File: config.mk
export PLATFORM = sky130hd
export DESIGN_NAME = box_top
export DESIGN_NICKNAME = d
export VERILOG_FILES = /design/src/rtl/box_top.sv
export SDC_FILE = /design/constraint.sdc
export NUM_CORES = 2
export LEC_CHECK = 0
export CAP_MARGIN = 0
export CORE_MARGIN = 1.5
export CORE_UTILIZATION = 50
export DETAILED_ROUTE_END_ITERATION = 16
export HOLD_SLACK_MARGIN = 0.03
export PLACE_DENSITY = 0.68
export SETUP_SLACK_MARGIN = 0.5
export SLEW_MARGIN = 20
export SYNTH_ARGS = -nofsm -noshare
export SYNTH_HDL_FRONTEND = slang
export SYNTH_SLANG_ARGS = --single-unit
File: constraint.sdc
create_clock -name clock -period 7.2 [get_ports clock]
set_input_delay 0.72 -clock clock [delete_from_list [all_inputs] [get_ports clock]]
set_output_delay 0.72 -clock clock [all_outputs]
set_load 0.02 [all_outputs]
File: src/rtl/box_top.sv
// box_top: streaming rectangle-outline overlay on 24-bit pixels, fed and drained through FWFT FIFOs.
module box_fifo #(
    parameter int W     = 24,
    parameter int DEPTH = 32
) (
    input  logic         clk,
    input  logic         rst,
    input  logic         wr_en,
    input  logic [W-1:0] din,
    input  logic         rd_en,
    output logic         full,
    output logic         empty,
    output logic [W-1:0] dout
);
    localparam int AW = $clog2(DEPTH);
    logic [W-1:0]  mem_q [DEPTH];
    logic [AW-1:0] wp_q, rp_q;
    logic [AW:0]   cnt_q, cnt_d;
    logic          full_q, empty_q, wr, rd;
    assign wr    = wr_en && !full_q;
    assign rd    = rd_en && !empty_q;
    assign cnt_d = cnt_q + (AW+1)'(wr) - (AW+1)'(rd);
    assign full  = full_q;
    assign empty = empty_q;
    assign dout  = empty_q ? '0 : mem_q[rp_q];
    always_ff @(posedge clk) if (wr) mem_q[wp_q] <= din;
    always_ff @(posedge clk) begin
        if (rst) begin
            wp_q    <= '0;
            rp_q    <= '0;
            cnt_q   <= '0;
            full_q  <= 1'b0;
            empty_q <= 1'b1;
        end else begin
            if (wr) wp_q <= wp_q + AW'(1);
            if (rd) rp_q <= rp_q + AW'(1);
            cnt_q   <= cnt_d;
            full_q  <= cnt_d == (AW+1)'(DEPTH);
            empty_q <= cnt_d == '0;
        end
    end
endmodule

module box_top #(
    parameter int          WIDTH      = 768,
    parameter int          HEIGHT     = 576,
    parameter int          FIFO_DEPTH = 32,
    parameter int          LINE_W     = 1,
    parameter logic [23:0] BOX_COLOR  = 24'h00FF00
) (
    input  logic        clock,
    input  logic        reset,
    input  logic [9:0]  x,
    input  logic [9:0]  y,
    input  logic [9:0]  width,
    input  logic [9:0]  height,
    output logic        input_full,
    input  logic        input_wr_en,
    input  logic [23:0] input_din,
    input  logic        dout_rd_en,
    output logic        dout_empty,
    output logic [23:0] dout
);
    localparam logic [9:0]  COL_MAX = 10'(WIDTH - 1);
    localparam logic [9:0]  ROW_MAX = 10'(HEIGHT - 1);
    localparam logic [10:0] LW      = 11'(LINE_W);
    logic        in_empty, out_full, fire, first, border;
    logic [23:0] pix, res;
    logic [9:0]  col_q, col_d, row_q, row_d;
    logic [9:0]  gx_q, gy_q, gw_q, gh_q, gx, gy, gw, gh;
    logic [10:0] c, r, xs, ys, xe, ye;
    box_fifo #(.W(24), .DEPTH(FIFO_DEPTH)) u_in (
        .clk(clock), .rst(reset), .wr_en(input_wr_en), .din(input_din), .rd_en(fire),
        .full(input_full), .empty(in_empty), .dout(pix)
    );
    box_fifo #(.W(24), .DEPTH(FIFO_DEPTH)) u_out (
        .clk(clock), .rst(reset), .wr_en(fire), .din(res), .rd_en(dout_rd_en),
        .full(out_full), .empty(dout_empty), .dout(dout)
    );
    assign fire  = !in_empty && !out_full;
    assign first = col_q == '0 && row_q == '0;
    // The first pixel of a frame already sees the geometry it latches.
    always_comb begin
        gx     = first ? x : gx_q;
        gy     = first ? y : gy_q;
        gw     = first ? width : gw_q;
        gh     = first ? height : gh_q;
        xs     = {1'b0, gx};
        ys     = {1'b0, gy};
        xe     = xs + {1'b0, gw} - 11'd1;
        ye     = ys + {1'b0, gh} - 11'd1;
        c      = {1'b0, col_q};
        r      = {1'b0, row_q};
        border = gw != '0 && gh != '0 && c >= xs && c <= xe && r >= ys && r <= ye &&
                 (c < xs + LW || c > xe - LW || r < ys + LW || r > ye - LW);
        res    = border ? BOX_COLOR : pix;
        col_d  = col_q == COL_MAX ? '0 : col_q + 10'd1;
        row_d  = col_q != COL_MAX ? row_q : (row_q == ROW_MAX ? '0 : row_q + 10'd1);
    end
    always_ff @(posedge clock) begin
        if (reset) begin
            col_q <= '0;
            row_q <= '0;
            gx_q  <= '0;
            gy_q  <= '0;
            gw_q  <= '0;
            gh_q  <= '0;
        end else if (fire) begin
            col_q <= col_d;
            row_q <= row_d;
            if (first) begin
                gx_q <= x;
                gy_q <= y;
                gw_q <= width;
                gh_q <= height;
            end
        end
    end
endmodule

### Yosys cells after proc, flatten, opt, wreduce, memory -nomap -nowiden

Memory sizes are Yosys's and may differ from the RTL's. A register that Yosys moved wholly into a read port is not among the register bits.
Cells that the tools add are included.

* div/mod/pow operators: 0
* mux-type cells: 17
* multipliers: 0
* add/subtract/negate cells: 18
* reductions and logical operators: 26
* eq/ne operators: 5
* magnitude comparators: 8
* shifts and indexed selects: 0
* bitwise gates (word level): 1

Operators by type and width (number)
* $mux 24: 3
* $mux 10: 6
* $sub 11x1->11 const B: 4
* $add 10x1->11 const B: 2
* $add 10x10->11: 2
* $gt 10x11->1: 2
* $le 10x11->1: 2
* $lt 10x11->1: 2
* $add 10x1->10 const B: 2
* $add 5x1->5 const B: 4
* $eq 10x10->1 const B: 2
* $ge 10x10->1: 2
* $logic_not 10->1: 2
* $mux 5: 4
* $reduce_bool 10->1: 2
* $add 6x1->6: 2
* $eq 6x6->1 const B: 2
* $logic_and 1x1->1: 12
* $logic_not 6->1: 2
* $sub 6x1->6: 2
* $ne 10x10->1 const B: 1
* $logic_not 1->1: 4
* $mux 1: 4
* $logic_or 1x1->1: 3
* 2 further kinds: 2

* bits in registers: 96
* memory bits (writable): 1536
* output and inout bits: 26
* memories: 2
* bits in read-only memories: 0
* latch bits: 0
* logic and storage cells: 93

Memory list
* u_in.mem_q: depth 32, width 24, read ports 1, clocked after Yosys merged registers in 1, wr ports 1, line 16 `logic [W-1:0] mem_q [DEPTH];`
* u_out.mem_q: depth 32, width 24, read ports 1, clocked after Yosys merged registers in 1, wr ports 1, line 16

### Logic depth before layout (Yosys ltp)

* word-level depth: 12
* mapped depth: 29
* depth with buffers taken out: 25

### Modules after synthesis

A second synthesis with hierarchy kept.

* cell total of the unflattened synthesis: 3452
* area, all modules: 67778.8 um^2

By module, submodules not included
* box_fifo at u_in: instances 1, seq. area each 23522.6 um^2, cells an instance 1313, area an instance 30540.5 um^2
* box_fifo at u_out: instances 1, seq. area each 23522.6 um^2, cells an instance 1317, area an instance 30536.8 um^2
* box_top: instances 1, seq. area each 1201.2 um^2, cells an instance 822, area an instance 6701.4 um^2

### Worst setup path before layout

OpenSTA, ideal clock, no wires.

* kind: register to register
* start: register row_q[0]
* end: memory u_out.mem_q[0][0] (data pin)
* stages on the path, launching flop included: 28
* path buffers: 3
* setup time: 0.467 ns
* arrival time: 6.675 ns
* slack: 0.058 ns
* cell sequence: dfxtp_1 > inv_1 > ha_1 > and3b_1 > nand3_1 > nor2_4 > buf_4 > buf_4 > buf_2 > mux2i_1 > ha_1 > inv_1 > ha_1 > fa_1 > a211oi_2 > nor2_1 > xnor2_1 > nand3_2 > and2b_2 > xnor2_1 > ha_1 > or3_1 > a221oi_1 > a211o_1 > a21boi_0 > mux2i_1 > o211ai_2 > a211oi_1

* cells in the longest elaborated chain, start to end: 12

Ends and longest elaborated chain
* start: declaration: line 69 `logic [9:0] col_q, col_d, row_q, row_d;`
* start signal: assignment: line 110 `row_q <= row_d;`
* $logic_not 10->1: line 81 `assign first = col_q == '0 && row_q == '0;`
* $logic_and 1x1->1: line 81
* $mux 10
* $add 10x10->11: line 90 `xe = xs + {1'b0, gw} - 11'd1;`
* $sub 11x1->11: line 90
* $sub 11x1->11: line 95 `(c < xs + LW || c > xe - LW || r < ys + LW || r > ye - LW);`
* $gt 10x11->1: line 95
* $logic_or 1x1->1 (3 in series): line 95
* $logic_and 1x1->1 (*): line 94 `border = gw != '0 && gh != '0 && c >= xs && c <= xe && r >= ys && r <= ye &&`
* $mux 24 (*): line 96 `res = border ? BOX_COLOR : pix;`
* named net res[0]: line 68 `logic [23:0] pix, res;`
* end: declaration: line 16

Mark *: on every way through the listed nets, which the timed path passes. The rest lies on a longest branch.

### Worst setup path after layout

* start: register row_q[4]
* end: memory u_out.mem_q[26][12] (data pin)

The elaborated chain is that of the path after synthesis.

==> metrics <==
number of buffers added by the clock tree synthesis step 162; Die Footprint around 140000 um^2; Leakage Power 0.0246 uW; overall routing resource usage a little under a quarter; category of the worst setup path capture point flip-flop; Hold Path Cell Cnt 2; Cells after Synth ~3400; fraction of the mapped netlist area in adder cells 2.81%; combined area of the multi-input logic cells 18800 um^2; Compound-Gate Fraction of Synth Area under 10%; num ports 94; synth top area cells sky130_fd_sc_hd__edfxtp_1 69%, sky130_fd_sc_hd__mux4_2 16%, sky130_fd_sc_hd__dfxtp_1 3.2%; switching power share of the total 32.4%; number of levels the H-tree was split into 4; global placement routability congestion 0.799; vertical extent of the die 370 um; relative contribution of the clock network to total power 25.6%; dominant cell type by area after synthesis sky130_fd_sc_hd__edfxtp_1; portion of netlist area occupied by mux cells between 10% and 20%; RSZ-0062 raised after global routing false; number of enable-type register cells in the synthesized netlist roughly 1500; Power Dens Cells 403 nW/um^2; most used cells in the layout excluding fill and tap cells 1536 x sky130_fd_sc_hd__edfxtp_1, 464 x sky130_fd_sc_hd__mux4_2, 166 x sky130_fd_sc_hd__clkbuf_16, 155 x sky130_fd_sc_hd__nor2_1, 145 x sky130_fd_sc_hd__ha_1; number of clock sinks seen by CTS between 1500 and 2000; Max-Slew Margin vs Limit 25.3%; final clock period utilization by the worst path between 80 and 90%; number of max-cap violations 0; first-pass GRT wire length 233000 um; commonest non-fill, non-tap cell in the layout sky130_fd_sc_hd__edfxtp_1; count of nets after finishing approximately 3900; total negative slack 0 ps; share of the yosys chip area belonging to registers 71.7%; Setup violations, final 0; Period minus WS final 6310 ps; clk_lat worst skew approximately 790 ps; total via count in the routed design between 30000 and 40000; standard cell core area approximately 130000 um^2; wire per inst 28.8 um; type of the worst min-delay path in -> reg; number of library cell types mapped by synthesis 85; final HPWL from detailed placement 91400 um; CTS Root Cell sky130_fd_sc_hd__clkbuf_16; highest metal layer with signal wires met5; warning count from the yosys run 0; TritonCTS clock tree built; sequential cell area in the final layout 48300 um^2; switching component of the power 10100 uW; highest clock rate ~0.16 GHz; maximum net fanout on the critical path 32; number of global-route vias before repair approximately 34000; post-synthesis cell area 67300 um^2; antenna violations before repair 7; horizontal extent of the die 370 um; Hold Vio Cnt, Final 0; post-route cell area 77000 um^2; worst-margin pin slew 1120 ps; Post-Synthesis Mean Instance Area ~20 um^2; area share of the largest cell type after synthesis 68.5%; Cell Area, Placed 71700 um^2; proportion of layout cells with a drive suffix above 1 around a quarter; main combinational cell family by area after synthesis multiplexers; length of routed met2 wiring 81400 um; Combinational Power Share 35.7%; number of nets with antenna violations after detailed routing 0; initial drt markers 3481; async set-or-reset flop fraction in the synthesized netlist 0%; simple-gate share of the synthesized area 3.08%; sequential share of power 38.7%; type of origin of the critical path flip-flop; DRC Markers 0; arrival time reported for the critical path endpoint 6780 ps; total congestion overflow after global routing 0; Post-Synthesis Net Count 3591; Met3 Wirelength 10400 um; Met1 Routed Length about 63000 um; fraction of synthesized cell area in xor and xnor cells under 10%; slack of the critical path 893 ps; final count of pins violating max slew 0; number of standard-cell rows in the floorplan about 130; Int Pwr between 20000 and 25000 uW; Setup Slack @ Placement 119 ps; Routed WL 159000 um; antenna diode count 0; total of buffers placed on input and output ports 93; final setup skew between 30 and 40 ps; Reg clk slew, reported paths 70 ps; effective utilization at floorplan 50.4%; post-detailed-route via-to-cell ratio 6.06; status completed; IR drop worst, VDD 0.296 mV; Detailed Routing Iterations Pass 1 5; Filler Cells Inserted 9770; Top FF cell, synth sky130_fd_sc_hd__edfxtp_1; deepest clock path buffer count 3; pin count of the biggest net entering global routing ~100; CP Data Required Time 7680 ps; number of storage elements in the synthesis netlist 1642; WS Path Type reg -> reg; Worst R2R Path Depth 26; P&R area growth vs syn 14.4%
area by class of cell:
cell class	instances	share of cell area, %
clock buffers	210	5.69
repair buffers	258	3.25
inverters	86	0.419
flip-flops and latches	1642	62.7
clock inverters	74	0.697
well taps	1768	2.87
multi-input cells	1484	24.4
critical path: stages, from the launching register on:
cell and delay, ps:
sky130_fd_sc_hd__dfxtp_1 440, sky130_fd_sc_hd__nor4_2 330, sky130_fd_sc_hd__nand2_1 240, sky130_fd_sc_hd__nor2_4 180
sky130_fd_sc_hd__buf_12 140, sky130_fd_sc_hd__mux2i_2 240, sky130_fd_sc_hd__ha_1 180, sky130_fd_sc_hd__inv_1 50
sky130_fd_sc_hd__ha_1 250, sky130_fd_sc_hd__fa_1 500, sky130_fd_sc_hd__xor2_1 180, sky130_fd_sc_hd__buf_4 160
sky130_fd_sc_hd__nor2_1 40, sky130_fd_sc_hd__mux2_2 300, sky130_fd_sc_hd__nand3_2 100, sky130_fd_sc_hd__and2b_2 230
sky130_fd_sc_hd__xnor2_1 130, sky130_fd_sc_hd__ha_1 210, sky130_fd_sc_hd__or3_1 310, sky130_fd_sc_hd__a221oi_1 230
sky130_fd_sc_hd__a211o_1 180, sky130_fd_sc_hd__a21boi_0 110, sky130_fd_sc_hd__mux2i_2 360, sky130_fd_sc_hd__o211ai_4 220
sky130_fd_sc_hd__buf_4 220, sky130_fd_sc_hd__a21o_1 180, sky130_fd_sc_hd__buf_4 230
logic make-up (layout without fill, tap and decap cells):
family	count (synthesis)	after routing
mux	564	564
xor+xnor	88	88
simple gates	433	434
buf+inv	250	628
compound gates	248	249
fa+ha+maj	149	149
flops	1642	1642
metal layers:
layer	track usage [%]	vias up
met5	0	-
met4	6.92	14
met3	3.97	252
met2	40.2	1210
met1	31.4	17600
li1	-	14400
flip-flops by register name, summed over array words and instances (netlist names), named ones only:
register and count:
u_in.mem_q 768, col_q 10, gy_q 10, u_in.wp_q 5, gx_q 10, u_out.mem_q 768, u_out.empty 1, u_out.rp_q 5
gw_q 10, u_out.cnt_q 6, u_out.full 1, row_q 10, gh_q 10, u_in.cnt_q 6, u_out.wp_q 5, u_in.rp_q 5
u_in.full 1, u_in.empty 1
cells in the mapped netlist, types with 39 or more instances:
master,count
sky130_fd_sc_hd__edfxtp_1,1536
sky130_fd_sc_hd__mux4_2,464
sky130_fd_sc_hd__nor2_1,220
sky130_fd_sc_hd__ha_1,145
sky130_fd_sc_hd__dfxtp_1,106
sky130_fd_sc_hd__mux2i_1,98
sky130_fd_sc_hd__clkbuf_1,90
sky130_fd_sc_hd__inv_1,85
sky130_fd_sc_hd__nand2_1,53
sky130_fd_sc_hd__a211oi_1,49
sky130_fd_sc_hd__xnor2_1,44
sky130_fd_sc_hd__a21oi_1,43
sky130_fd_sc_hd__buf_2,42
sky130_fd_sc_hd__xor2_1,42
sky130_fd_sc_hd__o21ai_0,39
timing repair:
item                       CTS  global route
gates resized for setup     17            40
setup endpoints to repair  692           768
setup buffers                5             9
gates cloned                 2             0
pin swaps                    3             4
hold buffers                 0             0
per-stage QoR:
stage	hold slack [ps]	util, %	instances	power [uW]
2_1_floorplan	439	-	3374	19700
3_3_place_gp	462	53.6	5215	22900
3_5_place_dp	477	53.7	5221	23000
4_1_cts	284	57.5	5512	31100
5_1_grt	326	57.7	5522	32700
6_report	337	57.7	5522	31100
power groups by stage:
stage / Sequential (uW) / Combinational [uW] / Clock [uW]
6_report: 12000 / 11100 / 7960
5_1_grt: 12100 / 12200 / 8450
4_1_cts: 12000 / 10900 / 8100
3_5_place_dp: 12200 / 10800 / 0
3_3_place_gp: 12200 / 10700 / 0
2_1_floorplan: 12100 / 7660 / 0
worst paths after layout:
kind,start,slack [ps],to
worst min register to register,gw_q[1],490,gw_q[1]
worst max-delay path,row_q[4],890,u_out.mem_q[26][12]
worst min-delay path,reset,340,u_in.wp_q[3]
worst max register to register,row_q[4],890,u_out.mem_q[26][12]
Power figures use the tool's default switching activity.
